$ cat config.mk
export PLATFORM = sky130hd
export DESIGN_NAME = pcm_sample_feeder
export DESIGN_NICKNAME = d
export VERILOG_FILES = /design/src/rtl/pcm_sample_feeder.sv
export SDC_FILE = /design/constraint.sdc
export NUM_CORES = 1
export LEC_CHECK = 0
export BUFFER_PORTS_ARGS = -buffer_cell sky130_fd_sc_hd__buf_4
export CORE_AREA = 10 10 223 225
export CTS_CLUSTER_DIAMETER = 50
export DETAILED_ROUTE_END_ITERATION = 7
export DIE_AREA = 0 0 233 235
export PLACE_DENSITY = 0.66
export SKIP_LAST_GASP = 1
export SLEW_MARGIN = 25
export SYNTH_ARGS = -nofsm -noshare
export SYNTH_HDL_FRONTEND = slang
export SYNTH_SLANG_ARGS = --single-unit
$ cat constraint.sdc
create_clock -name clk_i -period 12.7 [get_ports clk_i]
set_clock_uncertainty 0.05 [all_clocks]
set_input_delay 0.635 -clock clk_i [delete_from_list [all_inputs] [get_ports clk_i]]
set_output_delay 0.635 -clock clk_i [all_outputs]
set_load 0.01 [all_outputs]
$ cat src/rtl/pcm_sample_feeder.sv
// Stereo sample FIFO feeding the I2S DAC; pops one L/R pair per lrck frame with priming,
// underrun and flush handling. Optional volume stage enabled by PCM_SAMPLE_FEEDER_VOLUME_EN.
module pcm_sample_feeder #(
   parameter int unsigned DEPTH_LOG2  = 4,
   parameter int unsigned PRIME_LEVEL = 8,
   parameter logic [15:0] SILENCE     = 16'h8000
) (
   input  logic                  clk_i,
   input  logic                  rst_i,
   input  logic                  flush_i,
   input  logic [15:0]           wr_left_i,
   input  logic [15:0]           wr_right_i,
   input  logic                  wr_valid_i,
   output logic                  wr_ready_o,
   input  logic                  lrck_i,
`ifdef PCM_SAMPLE_FEEDER_VOLUME_EN
   input  logic [7:0]            volume_i,
`endif
   output logic [15:0]           left_o,
   output logic [15:0]           right_o,
   output logic [DEPTH_LOG2:0]   level_o,
   output logic                  underrun_o,
   output logic [15:0]           underrun_cnt_o
);

   localparam int unsigned        Depth    = 2 ** DEPTH_LOG2;
   localparam logic [DEPTH_LOG2:0] DepthLvl = (DEPTH_LOG2 + 1)'(Depth);
   localparam logic [DEPTH_LOG2:0] PrimeLvl = (DEPTH_LOG2 + 1)'(PRIME_LEVEL);
   localparam logic [DEPTH_LOG2:0] LvlOne   = (DEPTH_LOG2 + 1)'(1);
   localparam logic [DEPTH_LOG2-1:0] PtrOne = DEPTH_LOG2'(1);

   typedef enum logic {StPrime, StRun} state_e;

   state_e                state_q, state_d;
   logic                  lrck_meta_q, lrck_sync_q, lrck_prev_q;
   logic [2:0]            arm_q;
   logic [31:0]           mem_q [Depth];
   logic [DEPTH_LOG2-1:0] wr_ptr_q, wr_ptr_d, rd_ptr_q, rd_ptr_d;
   logic [DEPTH_LOG2:0]   level_q, level_d;
   logic [15:0]           left_q, left_d, right_q, right_d;
   logic                  underrun_q, underrun_d;
   logic [15:0]           cnt_q, cnt_d;
   logic                  tick, push, pop, wr_ready, load_en;
   logic [31:0]           load_data;

`ifdef PCM_SAMPLE_FEEDER_VOLUME_EN
   logic        load_scale;
   logic        stg_vld_q, stg_vld_d, stg_scale_q, stg_scale_d;
   logic [31:0] stg_data_q, stg_data_d;

   function automatic logic [15:0] scale_sample(input logic [15:0] s, input logic [7:0] v);
      logic signed [24:0] a, b, prod, shr;
      logic [15:0]        res;
      a    = 25'(signed'(s ^ 16'h8000));
      b    = 25'({1'b0, v});
      prod = a * b;
      shr  = prod >>> 7;
      if (shr > 25'sd32767)       res = 16'h7FFF;
      else if (shr < -25'sd32768) res = 16'h8000;
      else                        res = shr[15:0];
      return res ^ 16'h8000;
   endfunction
`endif

   // arm_q keeps tick low until the previous-value flop holds a real sampled level, so an
   // lrck that is already high when reset releases does not look like a rising edge.
   assign tick = arm_q[2] & lrck_sync_q & ~lrck_prev_q;

   always_comb begin
      wr_ready   = (level_q != DepthLvl);
      push       = wr_valid_i & wr_ready & ~flush_i;
      pop        = 1'b0;
      state_d    = state_q;
      underrun_d = 1'b0;
      cnt_d      = cnt_q;
      load_en    = 1'b0;
      load_data  = {SILENCE, SILENCE};
`ifdef PCM_SAMPLE_FEEDER_VOLUME_EN
      load_scale = 1'b0;
`endif
      if (flush_i) begin
         state_d = StPrime;
      end else begin
         unique case (state_q)
            StPrime: begin
               if (tick) load_en = 1'b1;
               if (level_q >= PrimeLvl) state_d = StRun;
            end
            StRun: begin
               if (tick) begin
                  if (level_q != '0) begin
                     pop       = 1'b1;
                     load_en   = 1'b1;
                     load_data = mem_q[rd_ptr_q];
`ifdef PCM_SAMPLE_FEEDER_VOLUME_EN
                     load_scale = 1'b1;
`endif
                  end else begin
                     underrun_d = 1'b1;
                     if (cnt_q != 16'hFFFF) cnt_d = cnt_q + 16'd1;
                     state_d = StPrime;
                  end
               end
            end
            default: state_d = StPrime;
         endcase
      end

      wr_ptr_d = push ? wr_ptr_q + PtrOne : wr_ptr_q;
      rd_ptr_d = pop ? rd_ptr_q + PtrOne : rd_ptr_q;
      level_d  = level_q;
      if (push && !pop)      level_d = level_q + LvlOne;
      else if (pop && !push) level_d = level_q - LvlOne;
      if (flush_i) begin
         wr_ptr_d = '0;
         rd_ptr_d = '0;
         level_d  = '0;
      end

      left_d  = left_q;
      right_d = right_q;
`ifdef PCM_SAMPLE_FEEDER_VOLUME_EN
      stg_vld_d   = load_en;
      stg_scale_d = load_scale;
      stg_data_d  = load_data;
      if (flush_i) begin
         left_d  = SILENCE;
         right_d = SILENCE;
      end else if (stg_vld_q) begin
         left_d  = stg_scale_q ? scale_sample(stg_data_q[31:16], volume_i) : stg_data_q[31:16];
         right_d = stg_scale_q ? scale_sample(stg_data_q[15:0], volume_i) : stg_data_q[15:0];
      end
`else
      if (flush_i) begin
         left_d  = SILENCE;
         right_d = SILENCE;
      end else if (load_en) begin
         left_d  = load_data[31:16];
         right_d = load_data[15:0];
      end
`endif
   end

   always_ff @(posedge clk_i or posedge rst_i) begin
      if (rst_i) begin
         lrck_meta_q <= 1'b0;
         lrck_sync_q <= 1'b0;
         lrck_prev_q <= 1'b0;
         arm_q       <= '0;
         state_q     <= StPrime;
         wr_ptr_q    <= '0;
         rd_ptr_q    <= '0;
         level_q     <= '0;
         left_q      <= SILENCE;
         right_q     <= SILENCE;
         underrun_q  <= 1'b0;
         cnt_q       <= '0;
`ifdef PCM_SAMPLE_FEEDER_VOLUME_EN
         stg_vld_q   <= 1'b0;
         stg_scale_q <= 1'b0;
         stg_data_q  <= '0;
`endif
      end else begin
         lrck_meta_q <= lrck_i;
         lrck_sync_q <= lrck_meta_q;
         lrck_prev_q <= lrck_sync_q;
         arm_q       <= {arm_q[1:0], 1'b1};
         state_q     <= state_d;
         wr_ptr_q    <= wr_ptr_d;
         rd_ptr_q    <= rd_ptr_d;
         level_q     <= level_d;
         left_q      <= left_d;
         right_q     <= right_d;
         underrun_q  <= underrun_d;
         cnt_q       <= cnt_d;
`ifdef PCM_SAMPLE_FEEDER_VOLUME_EN
         stg_vld_q   <= stg_vld_d;
         stg_scale_q <= stg_scale_d;
         stg_data_q  <= stg_data_d;
`endif
      end
   end

   always_ff @(posedge clk_i) begin
      if (push) mem_q[wr_ptr_q] <= {wr_left_i, wr_right_i};
   end

   assign wr_ready_o     = wr_ready;
   assign left_o         = left_q;
   assign right_o        = right_q;
   assign level_o        = level_q;
   assign underrun_o     = underrun_q;
   assign underrun_cnt_o = cnt_q;

endmodule

## Yosys cells after proc, flatten, opt, wreduce, memory -nomap -nowiden

Memories as Yosys holds them, arrays and structs flattened.
Cells that the tools add are included.

| word-level totals | value |
|---|---|
| bits in registers | 69 |
| bits in read-only memories | 0 |
| bits in latches | 0 |
| RAM bits | 512 |
| logic and storage cells | 70 |
| memories | 1 |
| output and inout port bits | 55 |
| bits of input ports | 37 |

Memories:

| name | words | bits a word | rd ports | clocked after Yosys merged registers in | wr ports | RTL line | text |
|---|---|---|---|---|---|---|---|
| mem_q | 16 | 32 | 1 | 0 | 1 | 37 | `logic [31:0] mem_q [Depth];` |

| operators by class | value |
|---|---|
| div/mod/pow operators | 0 |
| multiply operators | 0 |
| shift operators | 0 |
| add/sub/neg operators | 5 |
| reduce and logical (&&, ||, !) cells | 10 |
| mux-type cells | 31 |
| order comparisons | 1 |
| bitwise operators | 8 |
| equal/unequal tests | 2 |

Operators with widths:

| cell | number |
|---|---|
| $mux 32 | 3 |
| $mux 16 | 4 |
| $add 16x1->16 const B | 1 |
| $mux 4 | 4 |
| $ne 16x16->1 const B | 1 |
| $mux 1 | 15 |
| $mux 5 | 3 |
| $add 4x1->4 const B | 2 |
| $reduce_bool 2->1 | 3 |
| $add 5x1->5 const B | 1 |
| $ge 5x4->1 const B | 1 |
| $ne 5x5->1 const B | 1 |
| $reduce_and 5->1 | 1 |
| $reduce_bool 5->1 | 1 |
| $sub 5x1->5 const B | 1 |
| $and 1x1->1 | 4 |
| $not 1->1 | 4 |
| $pmux 1 s2 | 2 |
| $reduce_bool 3->1 | 1 |
| $logic_and 1x1->1 | 2 |
| $logic_not 1->1 | 2 |

## Logic depth before layout (Yosys ltp)

Gate-level depths: netlist of run 1.

| depth | value |
|---|---|
| depth in word-level cells | 9 |
| mapped depth | 10 |
| mapped depth without buffers | 10 |

## Worst setup path before layout of run 1

OpenSTA, ideal clock, no wires.

| path | value |
|---|---|
| path type | input port to flip-flop |
| start | in wr_valid_i |
| end | mem mem_q[3][0] (enable) |
| buffers on the path | 0 |
| setup time | 0.502 ns |
| stages | 3 |
| setup slack | 7.697 ns |
| arrival | 4.452 ns |
| required time | 12.148 ns |
| cells stage by stage | a21boi_1 > nand2_1 > nor4_1 |

| on the way | value |
|---|---|
| longest elaborated chain between the ends | 4 |

Ends and longest elaborated chain:

| element | RTL line | text |
|---|---|---|
| start: declaration | 13 | `input logic wr_valid_i,` |
| $and 1x1->1 (2 in a row) | 71 | `push = wr_valid_i & wr_ready & ~flush_i;` |
| $mux 1 | 185 | `if (push) mem_q[wr_ptr_q] <= {wr_left_i, wr_right_i};` |
| $mux 1 (implied by the code) | 185 |  |
| end: declaration | 37 |  |

Every way passes these cells.

## Worst setup path in the final report of run 1

| path | value |
|---|---|
| start | reg level_q[0], in the netlist level_o[0] |
| end | reg level_q[4], in the netlist level_o[4] |

| on the way | value |
|---|---|
| longest elaborated chain between the ends | 9 |
| elaborated cells between the ends (all ways) | 18 |
| those cells by class | add/sub (2); eq/ne (1); mux (7); bitwise (2); reduce/logical (6) |

Ends and longest elaborated chain:

| element | RTL line | text |
|---|---|---|
| start: declaration | 39 | `logic [DEPTH_LOG2:0] level_q, level_d;` |
| start signal: assignment | 171 | `level_q <= level_d;` |
| $reduce_bool 5->1 | 91 | `if (level_q != '0) begin` |
| $mux 1 | 91 |  |
| $mux 1 | 90 | `if (tick) begin` |
| $mux 1 | 84 | `unique case (state_q)` |
| $mux 1 | 81 | `if (flush_i) begin` |
| $logic_not 1->1 | 112 | `if (push && !pop) level_d = level_q + LvlOne;` |
| $logic_and 1x1->1 | 112 |  |
| $mux 5 | 112 |  |
| $mux 5 | 114 | `if (flush_i) begin` |

Several ways; a longest one is shown, not always the timed one. The select of a mux whose other input is x is not followed.
A chain may end at the register's enable or synchronous reset.

==> results of run 1 <==
layout by cell type, fill, tap and decap left out, types with 10 or more instances in the layout:
cell | netlist | final
clkbuf_1 | 35 | 16
nand2_1 | 25 | 25
o22ai_1 | 30 | 30
nor2_1 | 32 | 24
mux4_2 | 126 | 126
edfxtp_1 | 512 | 512
a21o_1 | 32 | 32
dfrtp_1 | 67 | 64
xor2_1 | 11 | 11
ha_1 | 10 | 10
xnor2_1 | 12 | 12
buf_4 | 0 | 120
clkbuf_16 | 0 | 62
mux2i_1 | 63 | 63
stage by stage:
step	hold WS, ns	worst slack (ns)
after floorplan	0.281	7.70
after global placement	0.284	9.40
after detailed placement	0.287	9.38
after CTS	0.0594	9.36
after global routing	0.0642	9.31
final	0.0856	9.42
per-layer routing:
layer | routed length [um] | part of all wire (%) | up-vias
met2 | 23900 | 49 | 381
li1 | - | - | 4648
met1 | 20700 | 42 | 5813
met3 | 3490 | 7.1 | 60
met4 | 861 | 1.8 | 2
met5 | 13 | 0.027 | -
power groups by stage:
stage	clock (mW)	combinational, mW	sequential [mW]
after floorplan	0	0.103	2.18
after global routing	1.89	0.210	2.15
after CTS	1.82	0.193	2.14
after detailed placement	0	0.192	2.18
after global placement	0	0.187	2.18
final	1.79	0.190	2.14
worst max-delay path: cells and delay by family (launching register included):
kind                     cells  cell delay (ns)
adder cells (fa/ha/maj)      1             0.44
AND/OR/NAND/NOR              4             1.45
AO/OA/AOI/OAI                4             0.78
flip-flops                   1             0.47
cell families after synthesis:
kind of cell	Yosys count	synth area share [%]
AND/OR/NAND/NOR	116	2.70
other	1	0.0168
multiplexers	192	15.7
adder cells (fa/ha/maj)	11	0.650
buffers and inverters	58	1.04
flip-flops	581	76.5
AO/OA/AOI/OAI	82	2.47
XOR/XNOR	23	0.901
flip-flops by register name, summed over array words and instances (netlist names), 3 cells and up:
register        cells
arm_q               3
left_o             16
level_o             5
mem_q             512
rd_ptr_q            4
right_o            16
underrun_cnt_o     16
wr_ptr_q            4
worst paths after layout:
| path | cells past startpoint | end | slack, ns |
|---|---|---|---|
| setup / recovery | 9 | level_o[4]$_DFFE_PP0P_ | 9.42 |
| hold / removal | 1 | lrck_meta_q$_DFF_PP0_ | 0.09 |
| setup reg to reg | 9 | level_o[4]$_DFFE_PP0P_ | 9.42 |
| hold reg to reg | 0 | arm_q[2]$_DFF_PP0_ | 0.30 |
| max in group asynchronous | 4 | rd_ptr_q[1]$_DFFE_PP0P_ | 10.78 |
| min in group asynchronous | 3 | left_o[1]$_DFFE_PP0P_ | 0.51 |
layout make-up:
class | count | area share [%]
Clock buffer | 87 | 6.67
Timing Repair Buffer | 123 | 3.68
Inverter | 6 | 0.0914
Multi-Input combinational cell | 425 | 19.7
Clock inverter | 25 | 1.22
Sequential cell | 581 | 65.8
Tap cell | 600 | 2.88
==> impl_metrics.ini, run 1 <==
[route]
vias_per_cell = 5.90
vias = 10900
drtAntennaViolNets = 0
drt-wirelength-per-cell_um = 26.5
routed_wl_um = 49000
firstDrtPassIters = 5
drt_iter0_markers = 904
post-route-drc-count = 0

[layout]
fin_area_um2 = 26000
seq_area_um2 = 17100
syn2layout_area_growth_pct = 16.5
multi_input_area_um2 = 5120
drive_gt1_share_pct = 30.1
nets = 1244
layout.cells.non_filler = 1847
final_util_pct = 57.7
fill_cells = 3326
diodes = 0

[worst_setup_path]
crit_required_ns = 13.17
rr_startpoint = level_o[0]$_DFFE_PP0P_
cp_max_fo = 8
start_kind = flip-flop
worst-setup-path-type = reg -> reg
path_cells = or4_4, o21a_1, or3_1, fa_1, a21o_1, a21o_1, and3_1, o21ai_0, nor3b_1
arrival_ns = 3.75
cp_slowest_cell = or4_4
cp-end-kind = flip-flop
max_stage_delay_ns = 0.60
cp-startpoint = level_o[0]$_DFFE_PP0P_
crit_top_cell = a21o_1

[timing]
fin_tns_setup_ns = 0
slew_headroom_pct = 33.6
finalSetupViolCount = 0
hold_violations = 0
max_freq_mhz = 305
period_share_pct = 25.8
rsz0062_at_grt = no
final-max-slew-violation-count = 0
min_period_ns = 3.28
worst_slew_pin_slew_ns = 0.991

[placed_design]
gp_routability_congestion = 0.774
dpl_cell_area_um2 = 23900
dp.cells = 1732
portBuffers = 91
hpwl_um = 24600

[grt]
antenna_found_initial = 1
grt_start_max_net_pins = 73
first_global_vias = 11300
grt_usage_pct = 18.0
grt_util_met2_pct = 28.6
busiest_layer = met2
met1_usage_pct = 25.1
grt_pass1_wl_um = 73100
met3_usage_pct = 3.32
grt_remaining_overflow = 0

[synthesis]
async_reset_ff_share_pct = 11.9
syn_avg_cell_area_um2 = 21.0
synth_area_leader_cell = edfxtp_1
ys_top_cells_by_area = edfxtp_1 (69%), mux4_2 (13%), dfrtp_1 (7.5%)
yosys-top-cells-count = edfxtp_1 (512), mux4_2 (126), dfrtp_1 (67)
synth.most_common_cell = edfxtp_1
ys_seq_area_share_pct = 76.5
synth-edff-count = 512
synth-seq-cells = 581
synth_top_area_share_pct = 68.8
syn-instance-count = 1064
synthFlopType = edfxtp_1
syn_area_um2 = 22300
synthDistinctLibCells = 46
syn_nets = 1112
ys_warn_count = 0

[clocking]
clockBufferDepth = 3
postCtsResizedCells = 0
cts_hold_buffers = 1
clock-sinks = 581
root_buffer = clkbuf_16
cts_buffers = 59
clock_latency_ns = 0.62
cts_tree = yes
h-tree-depth = 2
cts.clk_slew.worst_paths_ns = 0.06
postCtsSetupBuffers = 0

[min_path]
hold_start = lrck_i
hold_class = in -> reg

[power]
switching_share_pct = 20.7
p_sw_mw = 0.853
clockPowerShare_pct = 43.3
p_leak_nw = 8.71
total_power_mw = 4.12
internal_power_mw = 3.27
vdd_drop_max_mv = 0.118
pwr-share-comb_pct = 4.6
powerDensity_nw_per_um2 = 158
p_seq_share_pct = 52.0

[status]
status = finished, final reports clean

[die]
initial_utilization_pct = 49.6
die_area_um2 = 54800
die_w_um = 233
rows = 78
core-area_um2 = 45100
io_pins = 92
die_y_um = 235

[flow_run]
maxCapViolCount = 0
Note: power is estimated with default switching activity, not from simulation.
==> inputs of run 2 (changes only) <==
- PLACE_DENSITY: 0.66 -> 0.69
- clock period: 12.7 -> 2.7 ns (I/O delays scaled with it)
==> impl_metrics.ini, run 2 (synthesis gave the netlist of run 1 again) <==
[die]
rows = 78
core-area_um2 = 45100
initial_utilization_pct = 49.6
die_w_um = 233
die_area_um2 = 54800
io_pins = 92
die_y_um = 235

[worst_setup_path]
worst-setup-path-type = reg -> reg
cp_max_fo = 3
path_cells = or4_4, o21a_1, or3_4, fa_2, a21o_1, a21o_1, nor3_2, o21ai_1, nor3b_2
cp-end-kind = flip-flop
arrival_ns = 3.23
crit_required_ns = 3.12
crit_top_cell = a21o_1
start_kind = flip-flop
max_stage_delay_ns = 0.55
cp_slowest_cell = or4_4

[clocking]
clock-sinks = 581
cts_tree = yes
cts.clk_slew.worst_paths_ns = 0.06
root_buffer = clkbuf_16
clock_latency_ns = 0.61
h-tree-depth = 2
clockBufferDepth = 3
cts_buffers = 57

[layout]
layout.cells.non_filler = 1913
fin_area_um2 = 26800
final_cell_mix = edfxtp_1 (512), buf_4 (135), mux4_2 (126)
largest_reg_flops = 512
top_register = mem_q
final_common_cell = edfxtp_1
final_util_pct = 59.5
syn2layout_area_growth_pct = 20.0
nets = 1311
drive_gt1_share_pct = 31.8

[flow_run]
maxCapViolCount = 0

[placed_design]
dpl_cell_area_um2 = 24500
dp.cells = 1767
hpwl_um = 26600
gp_routability_congestion = 0.790
portBuffers = 91

[timing]
min_period_ns = 2.81
setup_ws_ns = -0.114
hold_slack_ns = 0.0639
final-max-slew-violation-count = 0
slew_headroom_pct = 45.8
rsz0062_at_grt = yes
max_freq_mhz = 355
hold_violations = 0
fin_tns_setup_ns = -0.114
worst_slew_pin_slew_ns = 0.813
finalSetupViolCount = 1
period_share_pct = 104

[route]
drt_iter0_markers = 895
vias = 11100
post-route-drc-count = 0
routed_wl_um = 48400
drtAntennaViolNets = 0
vias_per_cell = 5.83
drt-wirelength-per-cell_um = 25.3
firstDrtPassIters = 7

[status]
status = finished, violations left
violations = negative setup slack

[grt]
first_global_vias = 11600
grt_usage_pct = 17.8
grt_pass1_wl_um = 73600
grt_remaining_overflow = 0
antenna_found_initial = 3
grt_start_max_net_pins = 42

[power]
powerDensity_nw_per_um2 = 715
vdd_drop_max_mv = 0.505
p_leak_nw = 9.05

[min_path]
hold_class = in -> reg
run 2: cell count changes in the layout (fill, tap and decap cells not counted), sizes merged:
| cell | before | now |
|---|---|---|
| buf | 122 | 157 |
| bufinv | 6 | 4 |
| clkbuf | 87 | 86 |
| clkinvlp | 2 | 0 |
| diode | 0 | 1 |
| dlygate4sd3 | 1 | 35 |
| inv | 9 | 10 |
run 2: final cells by class:
class                   count  area (um2)
fillers                  3251       18300
flip-flops and latches    581       17100
multi-input cells         425        5190
repair buffers            192        1800
clock buffers              86        1700
well taps                 600         751
clock inverters            22         235
inverters                   6        23.8
diodes                      1        2.50
run 2: path summary, 6_finish.rpt:
kind / start / end / slack (ns) / cells past startpoint
worst max-delay path: level_o[3]$_DFFE_PP0P_ / level_o[4]$_DFFE_PP0P_ / -0.11 / 9
worst min-delay path: wr_valid_i / wr_ptr_q[1]$_DFFE_PP0P_ / 0.06 / 4
worst max register to register: level_o[3]$_DFFE_PP0P_ / level_o[4]$_DFFE_PP0P_ / -0.11 / 9
worst min register to register: lrck_meta_q$_DFF_PP0_ / lrck_sync_q$_DFF_PP0_ / 0.30 / 0
max in group asynchronous: rst_i / left_o[15]$_DFFE_PP1P_ / 1.67 / 4
min in group asynchronous: rst_i / underrun_cnt_o[14]$_DFFE_PP0P_ / 0.17 / 3
run 2: per-stage QoR:
step,setup WS [ns],power [mW]
floorplan,-0.923,10.7
global route,-0.180,19.8
CTS,-0.107,19.3
detailed placement,-0.253,11.3
global placement,-0.171,11.2
finish,-0.114,19.2
run 2: power breakdown:
part | switching, mW | leakage, nW | internal, mW | total (mW)
Combinational | 0.629 | 2.57 | 0.495 | 1.12
Sequential | 0.0875 | 5.53 | 9.95 | 10.0
Clock | 3.28 | 0.957 | 4.74 | 8.02
Total | 4.00 | 9.05 | 15.2 | 19.2
run 2: critical path, delay by kind of cell, from the launching register on:
| kind | cells | cell delay (ns) |
|---|---|---|
| simple gates | 4 | 1.31 |
| compound gates | 4 | 0.61 |
| flops | 1 | 0.37 |
| fa+ha+maj | 1 | 0.35 |
run 2: per-layer routing:
metal | wire length (um) | GRT usage, %
met1 | 20700 | 24.8
met2 | 23900 | 28.7
met3 | 2860 | 3.18
met4 | 858 | 4.73
met5 | 14 | 0
run 2: what timing repair did:
item,CTS,global route
endpoints found under the setup margin,2,89
gates cloned,0,0
hold endpoints to repair,549,0
hold buffers,35,0
setup buffers,2,0
resized for setup,6,2
pin swaps,7,5
